File: src/rtl/alchemy_axi_mmio_bridge.sv
`default_nettype none
// ============================================================================
// Module   : alchemy_axi_mmio_bridge
// Brief    : AXI4-Lite slave exposing a RW/RO register bank and an external
//            single-port BRAM, with byte strobes and SLVERR on illegal access.
// Revision : 1.0  initial release
// ============================================================================
module alchemy_axi_mmio_bridge #(
  parameter int DATA_W   = 32,
  parameter int ADDR_W   = 16,
  parameter int NUM_REGS = 32,
  parameter int RO_BASE  = 16,
  parameter int NUM_RO   = 5,
  parameter int BRAM_AW  = 10,
  parameter int BRAM_LAT = 2
) (
  input  logic                       S_AXI_ACLK,
  input  logic                       S_AXI_ARESETN,
  input  logic [ADDR_W-1:0]          S_AXI_AWADDR,
  input  logic [2:0]                 S_AXI_AWPROT,
  input  logic                       S_AXI_AWVALID,
  output logic                       S_AXI_AWREADY,
  input  logic [DATA_W-1:0]          S_AXI_WDATA,
  input  logic [DATA_W/8-1:0]        S_AXI_WSTRB,
  input  logic                       S_AXI_WVALID,
  output logic                       S_AXI_WREADY,
  output logic [1:0]                 S_AXI_BRESP,
  output logic                       S_AXI_BVALID,
  input  logic                       S_AXI_BREADY,
  input  logic [ADDR_W-1:0]          S_AXI_ARADDR,
  input  logic [2:0]                 S_AXI_ARPROT,
  input  logic                       S_AXI_ARVALID,
  output logic                       S_AXI_ARREADY,
  output logic [DATA_W-1:0]          S_AXI_RDATA,
  output logic [1:0]                 S_AXI_RRESP,
  output logic                       S_AXI_RVALID,
  input  logic                       S_AXI_RREADY,
  input  logic [NUM_RO*DATA_W-1:0]   status_in,
  output logic [NUM_REGS*DATA_W-1:0] ctrl_out,
  output logic                       bram_en,
  output logic [DATA_W/8-1:0]        bram_we,
  output logic [BRAM_AW-1:0]         bram_addr,
  output logic [DATA_W-1:0]          bram_din,
  input  logic [DATA_W-1:0]          bram_dout
);

  localparam int         c_strb_w   = DATA_W / 8;
  localparam int         c_addr_lsb = $clog2(c_strb_w);
  localparam int         c_win_bit  = BRAM_AW + c_addr_lsb;
  localparam logic [6:0] c_num_regs = 7'(NUM_REGS);
  localparam logic [6:0] c_ro_lo    = 7'(RO_BASE);
  localparam logic [6:0] c_ro_hi    = 7'(RO_BASE + NUM_RO);
  localparam logic [1:0] c_lat_m1   = 2'(BRAM_LAT - 1);
  localparam logic [1:0] c_okay     = 2'b00;
  localparam logic [1:0] c_slverr   = 2'b10;

  typedef enum logic [2:0] {
    S_IDLE    = 3'd0,
    S_WR_ACK  = 3'd1,
    S_WR_RESP = 3'd2,
    S_RD_ACK  = 3'd3,
    S_RD_WAIT = 3'd4,
    S_RD_RESP = 3'd5
  } state_t;

  state_t                r_state, w_next;
  logic [DATA_W-1:0]     r_regs [NUM_REGS];
  logic                  r_last_rd, r_is_reg;
  logic [5:0]            r_idx;
  logic [DATA_W-1:0]     r_wdata, r_rdata, r_bram_din;
  logic [c_strb_w-1:0]   r_wstrb, r_bram_we;
  logic [1:0]            r_cnt, r_bresp, r_rresp;
  logic                  r_bram_en;
  logic [BRAM_AW-1:0]    r_bram_addr;

  logic                  w_wr_pend, w_rd_pend, w_grant_wr, w_grant_rd;
  logic [ADDR_W-1:0]     w_gaddr;
  logic                  w_idx_ok, w_idx_rw, w_reg_we;
  logic [DATA_W-1:0]     w_reg_rd;
  logic                  w_unused;

  // On contention the kind not granted last wins; r_last_rd resets to READ.
  assign w_wr_pend  = S_AXI_AWVALID && S_AXI_WVALID;
  assign w_rd_pend  = S_AXI_ARVALID;
  assign w_grant_wr = (r_state == S_IDLE) && w_wr_pend && (!w_rd_pend || r_last_rd);
  assign w_grant_rd = (r_state == S_IDLE) && w_rd_pend && !w_grant_wr;
  assign w_gaddr    = w_grant_wr ? S_AXI_AWADDR : S_AXI_ARADDR;

  assign w_idx_ok = ({1'b0, r_idx} < c_num_regs);
  assign w_idx_rw = w_idx_ok && !(({1'b0, r_idx} >= c_ro_lo) && ({1'b0, r_idx} < c_ro_hi));
  assign w_reg_we = (r_state == S_WR_ACK) && r_is_reg && w_idx_rw;
  assign w_unused = ^{S_AXI_AWPROT, S_AXI_ARPROT, w_gaddr};

  always_ff @(posedge S_AXI_ACLK or negedge S_AXI_ARESETN) begin
    if (!S_AXI_ARESETN) r_state <= S_IDLE;
    else                r_state <= w_next;
  end

  always_comb begin
    w_next = r_state;
    case (r_state)
      S_IDLE: begin
        if (w_grant_wr)      w_next = S_WR_ACK;
        else if (w_grant_rd) w_next = S_RD_ACK;
      end
      S_WR_ACK:  w_next = S_WR_RESP;
      S_WR_RESP: if (S_AXI_BREADY) w_next = S_IDLE;
      S_RD_ACK:  w_next = r_is_reg ? S_RD_RESP : S_RD_WAIT;
      S_RD_WAIT: if (r_cnt == 2'd0) w_next = S_RD_RESP;
      S_RD_RESP: if (S_AXI_RREADY) w_next = S_IDLE;
      default:   w_next = S_IDLE;
    endcase
  end

  // BRAM strobes are registered at grant so they land exactly in the ACK cycle.
  always_ff @(posedge S_AXI_ACLK or negedge S_AXI_ARESETN) begin
    if (!S_AXI_ARESETN) begin
      r_last_rd   <= 1'b1;
      r_is_reg    <= 1'b0;
      r_idx       <= '0;
      r_wdata     <= '0;
      r_wstrb     <= '0;
      r_cnt       <= '0;
      r_bresp     <= c_okay;
      r_rresp     <= c_okay;
      r_rdata     <= '0;
      r_bram_en   <= 1'b0;
      r_bram_we   <= '0;
      r_bram_addr <= '0;
      r_bram_din  <= '0;
    end else begin
      r_bram_en <= 1'b0;
      r_bram_we <= '0;
      if (w_grant_wr || w_grant_rd) begin
        r_last_rd <= w_grant_rd;
        r_is_reg  <= w_gaddr[c_win_bit];
        r_idx     <= w_gaddr[c_addr_lsb +: 6];
        if (w_grant_wr) begin
          r_wdata <= S_AXI_WDATA;
          r_wstrb <= S_AXI_WSTRB;
        end
        if (!w_gaddr[c_win_bit]) begin
          r_bram_en   <= 1'b1;
          r_bram_addr <= w_gaddr[c_addr_lsb +: BRAM_AW];
          if (w_grant_wr) begin
            r_bram_we  <= S_AXI_WSTRB;
            r_bram_din <= S_AXI_WDATA;
          end
        end
      end
      case (r_state)
        S_WR_ACK: r_bresp <= (r_is_reg && !w_idx_rw) ? c_slverr : c_okay;
        S_RD_ACK: begin
          if (r_is_reg) begin
            r_rdata <= w_idx_ok ? w_reg_rd : '0;
            r_rresp <= w_idx_ok ? c_okay : c_slverr;
          end else begin
            r_cnt   <= c_lat_m1;
            r_rresp <= c_okay;
          end
        end
        S_RD_WAIT: begin
          if (r_cnt == 2'd0) r_rdata <= bram_dout;
          else               r_cnt   <= r_cnt - 2'd1;
        end
        default: ;
      endcase
    end
  end

  always_ff @(posedge S_AXI_ACLK or negedge S_AXI_ARESETN) begin
    if (!S_AXI_ARESETN) begin
      for (int i = 0; i < NUM_REGS; i++) r_regs[i] <= '0;
    end else begin
      for (int i = 0; i < NUM_REGS; i++)
        if (w_reg_we && (r_idx == 6'(i)))
          for (int b = 0; b < c_strb_w; b++)
            if (r_wstrb[b]) r_regs[i][b*8 +: 8] <= r_wdata[b*8 +: 8];
      for (int k = 0; k < NUM_RO; k++)
        r_regs[RO_BASE+k] <= status_in[k*DATA_W +: DATA_W];
    end
  end

  always_comb begin
    w_reg_rd = '0;
    for (int i = 0; i < NUM_REGS; i++)
      if (r_idx == 6'(i)) w_reg_rd = r_regs[i];
  end

  for (genvar i = 0; i < NUM_REGS; i++) begin : g_ctrl
    assign ctrl_out[i*DATA_W +: DATA_W] = r_regs[i];
  end

  assign S_AXI_AWREADY = (r_state == S_WR_ACK);
  assign S_AXI_WREADY  = (r_state == S_WR_ACK);
  assign S_AXI_BVALID  = (r_state == S_WR_RESP);
  assign S_AXI_BRESP   = r_bresp;
  assign S_AXI_ARREADY = (r_state == S_RD_ACK);
  assign S_AXI_RVALID  = (r_state == S_RD_RESP);
  assign S_AXI_RDATA   = r_rdata;
  assign S_AXI_RRESP   = r_rresp;
  assign bram_en       = r_bram_en;
  assign bram_we       = r_bram_we;
  assign bram_addr     = r_bram_addr;
  assign bram_din      = r_bram_din;

endmodule
`default_nettype wire

File: config.mk
export PLATFORM = sky130hd
export DESIGN_NAME = alchemy_axi_mmio_bridge
export DESIGN_NICKNAME = d
export VERILOG_FILES = /design/src/rtl/alchemy_axi_mmio_bridge.sv
export SDC_FILE = /design/constraint.sdc
export NUM_CORES = 2
export LEC_CHECK = 0
export CAP_MARGIN = 10
export CORE_AREA = 4 4 544 546
export DETAILED_ROUTE_END_ITERATION = 16
export DIE_AREA = 0 0 548 550
export GPL_ROUTABILITY_DRIVEN = 0
export PLACE_DENSITY = 0.41
export SETUP_SLACK_MARGIN = 0.4
export SLEW_MARGIN = 25
export SYNTH_ARGS = -nofsm -noshare
export SYNTH_HDL_FRONTEND = slang
export SYNTH_SLANG_ARGS = --single-unit
File: constraint.sdc
create_clock -name S_AXI_ACLK -period 6.25 [get_ports S_AXI_ACLK]
set_clock_uncertainty 0.15 [all_clocks]
set_input_delay 1.5625 -clock S_AXI_ACLK [delete_from_list [all_inputs] [get_ports S_AXI_ACLK]]
set_output_delay 1.5625 -clock S_AXI_ACLK [all_outputs]
set_load 0.05 [all_outputs]
==> out/qor.yml <==
clock_tree:
  cts_max_level: 4
  numClockSinks: 1154
  clk_pin_slew_ns: 0.06
  cts_setup_buffers: 0
  cts_hold_buf: 0
  cts_tree: "built"
  root_buffer: "clkbuf_16"
  cts_buffer_depth: 4
  cts_made_buffers: 160
  cts_resized: 0
  clk_latency_ns: 0.87
synthesis:
  yosys-top-cells-area: "dfrtp_1, mux2_2, a22oi_1"
  ys_seq_area_share_pct: 56.9
  synth.most_common_cell: "dfrtp_1"
  yosysTopAreaCell: "dfrtp_1"
  netlist_area_um2: 50800
  synth_top_area_share_pct: 56.8
  synth_edf_count: 0
  ys.flop_type: "dfrtp_1"
  syn_area_per_cell_um2: 12.8
  synth_commonest_cells: "dfrtp_1, mux2_2, nand2_1"
  ys_warn_count: 0
  synth_async_sr_flop_share_pct: 100
  syn_inst: 3977
  ys_ff_latch: 1154
  synth.distinct_cells: 96
drt:
  drc: 0
  via_count: 46600
  viasPerCell: 4.87
  wl_per_cell_um: 46.3
  ant_nets: 0
  drt_pass1_iterations: 6
  wirelength_mm: 444
  first_iter_violations: 5202
floorplanning:
  die_h_um: 550
  die_area_um2: 301000
  row_count: 198
  core_area_um2: 291000
  die-width_um: 548
  ios: 1385
  start_util_pct: 17.5
critical_path:
  rrSetupSlack_ns: 1.18
  critPathKind: "reg -> reg"
  worst_setup_path_start_kind: "flip-flop"
  timing.rr.end: "S_AXI_RDATA[15]$_DFFE_PN0P_"
  endpoint: "S_AXI_RDATA[15]$_DFFE_PN0P_"
  arrival_ns: 5.70
  crit_fanout: 25
  r2r-start: "r_idx[5]$_DFFE_PN0P_"
  cp.required_ns: 6.88
  r2r_cells: 9
  endpoint_kind: "flip-flop"
  setup.worst_path.start: "r_idx[5]$_DFFE_PN0P_"
final_layout:
  largest_reg_flops: 1024
  drive_gt1_share_pct: 29.7
  final_core_util_pct: 26.2
  stdcell_area_um2: 76100
  fin_nets: 5770
  instances_no_fill: 9585
  fillCellCount: 30600
  final-seq-area_um2: 28900
  multi_input_area_um2: 20700
  syn2layout_area_growth_pct: 49.8
global_routing:
  grt_pass1_wl_mm: 555
  grt-ovfl-total: 0
  antenna_found_initial: 126
  grt_max_degree: 129
  track_usage_pct: 28.4
  grt_pass1_vias: 46600
place:
  place_inst: 9234
  portBuffers: 1366
  post_dp_cell_area_um2: 70700
  dp_hpwl_mm: 350
timing:
  worstMarginPinSlew_ns: 1.18
  min_period_ns: 5.07
  fmax_mhz: 197
  setup-tns-final_ns: 0
  hold_violations: 0
  rsz0062_at_grt: "false"
  final-max-slew-violation-count: 0
  relSlewSlack_pct: 20.6
  setup_viol: 0
  period_share_pct: 81.2
  holdWs_ns: 0.351
power_and_ir_drop:
  p_leak_uw: 0.0332
  peakVddDrop_uv: 359
  power.density_nw_per_um2: 387
hold_path:
  min_path_type: "reg -> reg"
  hp-start: "S_AXI_RDATA[24]$_DFFE_PN0P_"
flow_run:
  cap_violations: 0
run_status:
  outcome: "finished clean"
how the worst min path moves through the flow:
stage / endpoint / slack (ns) / depth (start not counted)
2_1_floorplan: r_wstrb[0]$_DFFE_PN0P_ / 0.32 / 1
3_3_place_gp: r_wstrb[2]$_DFFE_PN0P_ / 0.33 / 1
3_5_place_dp: S_AXI_RDATA[24]$_DFFE_PN0P_ / 0.33 / 2
4_1_cts: S_AXI_RDATA[31]$_DFFE_PN0P_ / 0.35 / 2
5_1_grt: r_wstrb[1]$_DFFE_PN0P_ / 0.36 / 1
6_report: S_AXI_RDATA[24]$_DFFE_PN0P_ / 0.35 / 2
where the power goes:
part / switching (uW) / internal, uW
Combinational: 7870 / 2630
Sequential: 1460 / 8130
Clock: 3910 / 5440
Total: 13200 / 16200
cells by family after synthesis:
family / Yosys count / synth area share [%]
AOI/OAI and AO/OA: 821 / 11.3
xor gates and xnor gates: 1 / 0.0173
adders and majority gates: 1 / 0.0246
buffers and inverters: 324 / 2.98
DFF: 1154 / 56.9
muxes: 977 / 21.6
other: 1 / 0.00739
and+or+nand+nor: 698 / 7.23
per-layer routing:
metal  GRT usage (%)  part of all wire (%)
met4            12.6                   5.1
met5               0                 0.073
met3            8.50                   9.0
met2            45.8                    46
met1            34.9                    40
stage by stage:
step	setup slack, ns	total power [uW]
after CTS	1.33	29700
final	1.18	29400
after detailed placement	1.28	20200
after global placement	0.974	20200
after floorplan	2.23	13400
after global routing	1.22	30200
final cells by class:
type / instances / area share, %
multi-input combinational: 2500 / 27.2
inverter: 12 / 0.0592
sequential: 1154 / 38.0
clock buffer: 235 / 6.10
timing repair buffer: 1668 / 21.3
antenna: 71 / 0.234
tap: 3900 / 6.41
clock inverter: 45 / 0.696
critical path, cell delays in order (launching register included):
cell and delay [ns]:
dfrtp_2 0.74, or4b_1 1.01, nor2_4 0.79, buf_4 0.38, a221o_1 0.21, o221ai_1 0.17, a31oi_1 0.86, buf_4 0.24
o21ai_0 0.21, a31oi_1 0.21
layout by cell type (no fill, tap or decap), types with 130 or more instances in the layout:
cell and count:
mux2_2 937, a22oi_1 131, dfrtp_1 1135, nor2_1 130
o21ai_0 143, clkdlybuf4s50_1 1362, a21oi_1 175, clkbuf_16 162
buf_4 280, nand2_1 176
Note: power is estimated with default switching activity, not from simulation.
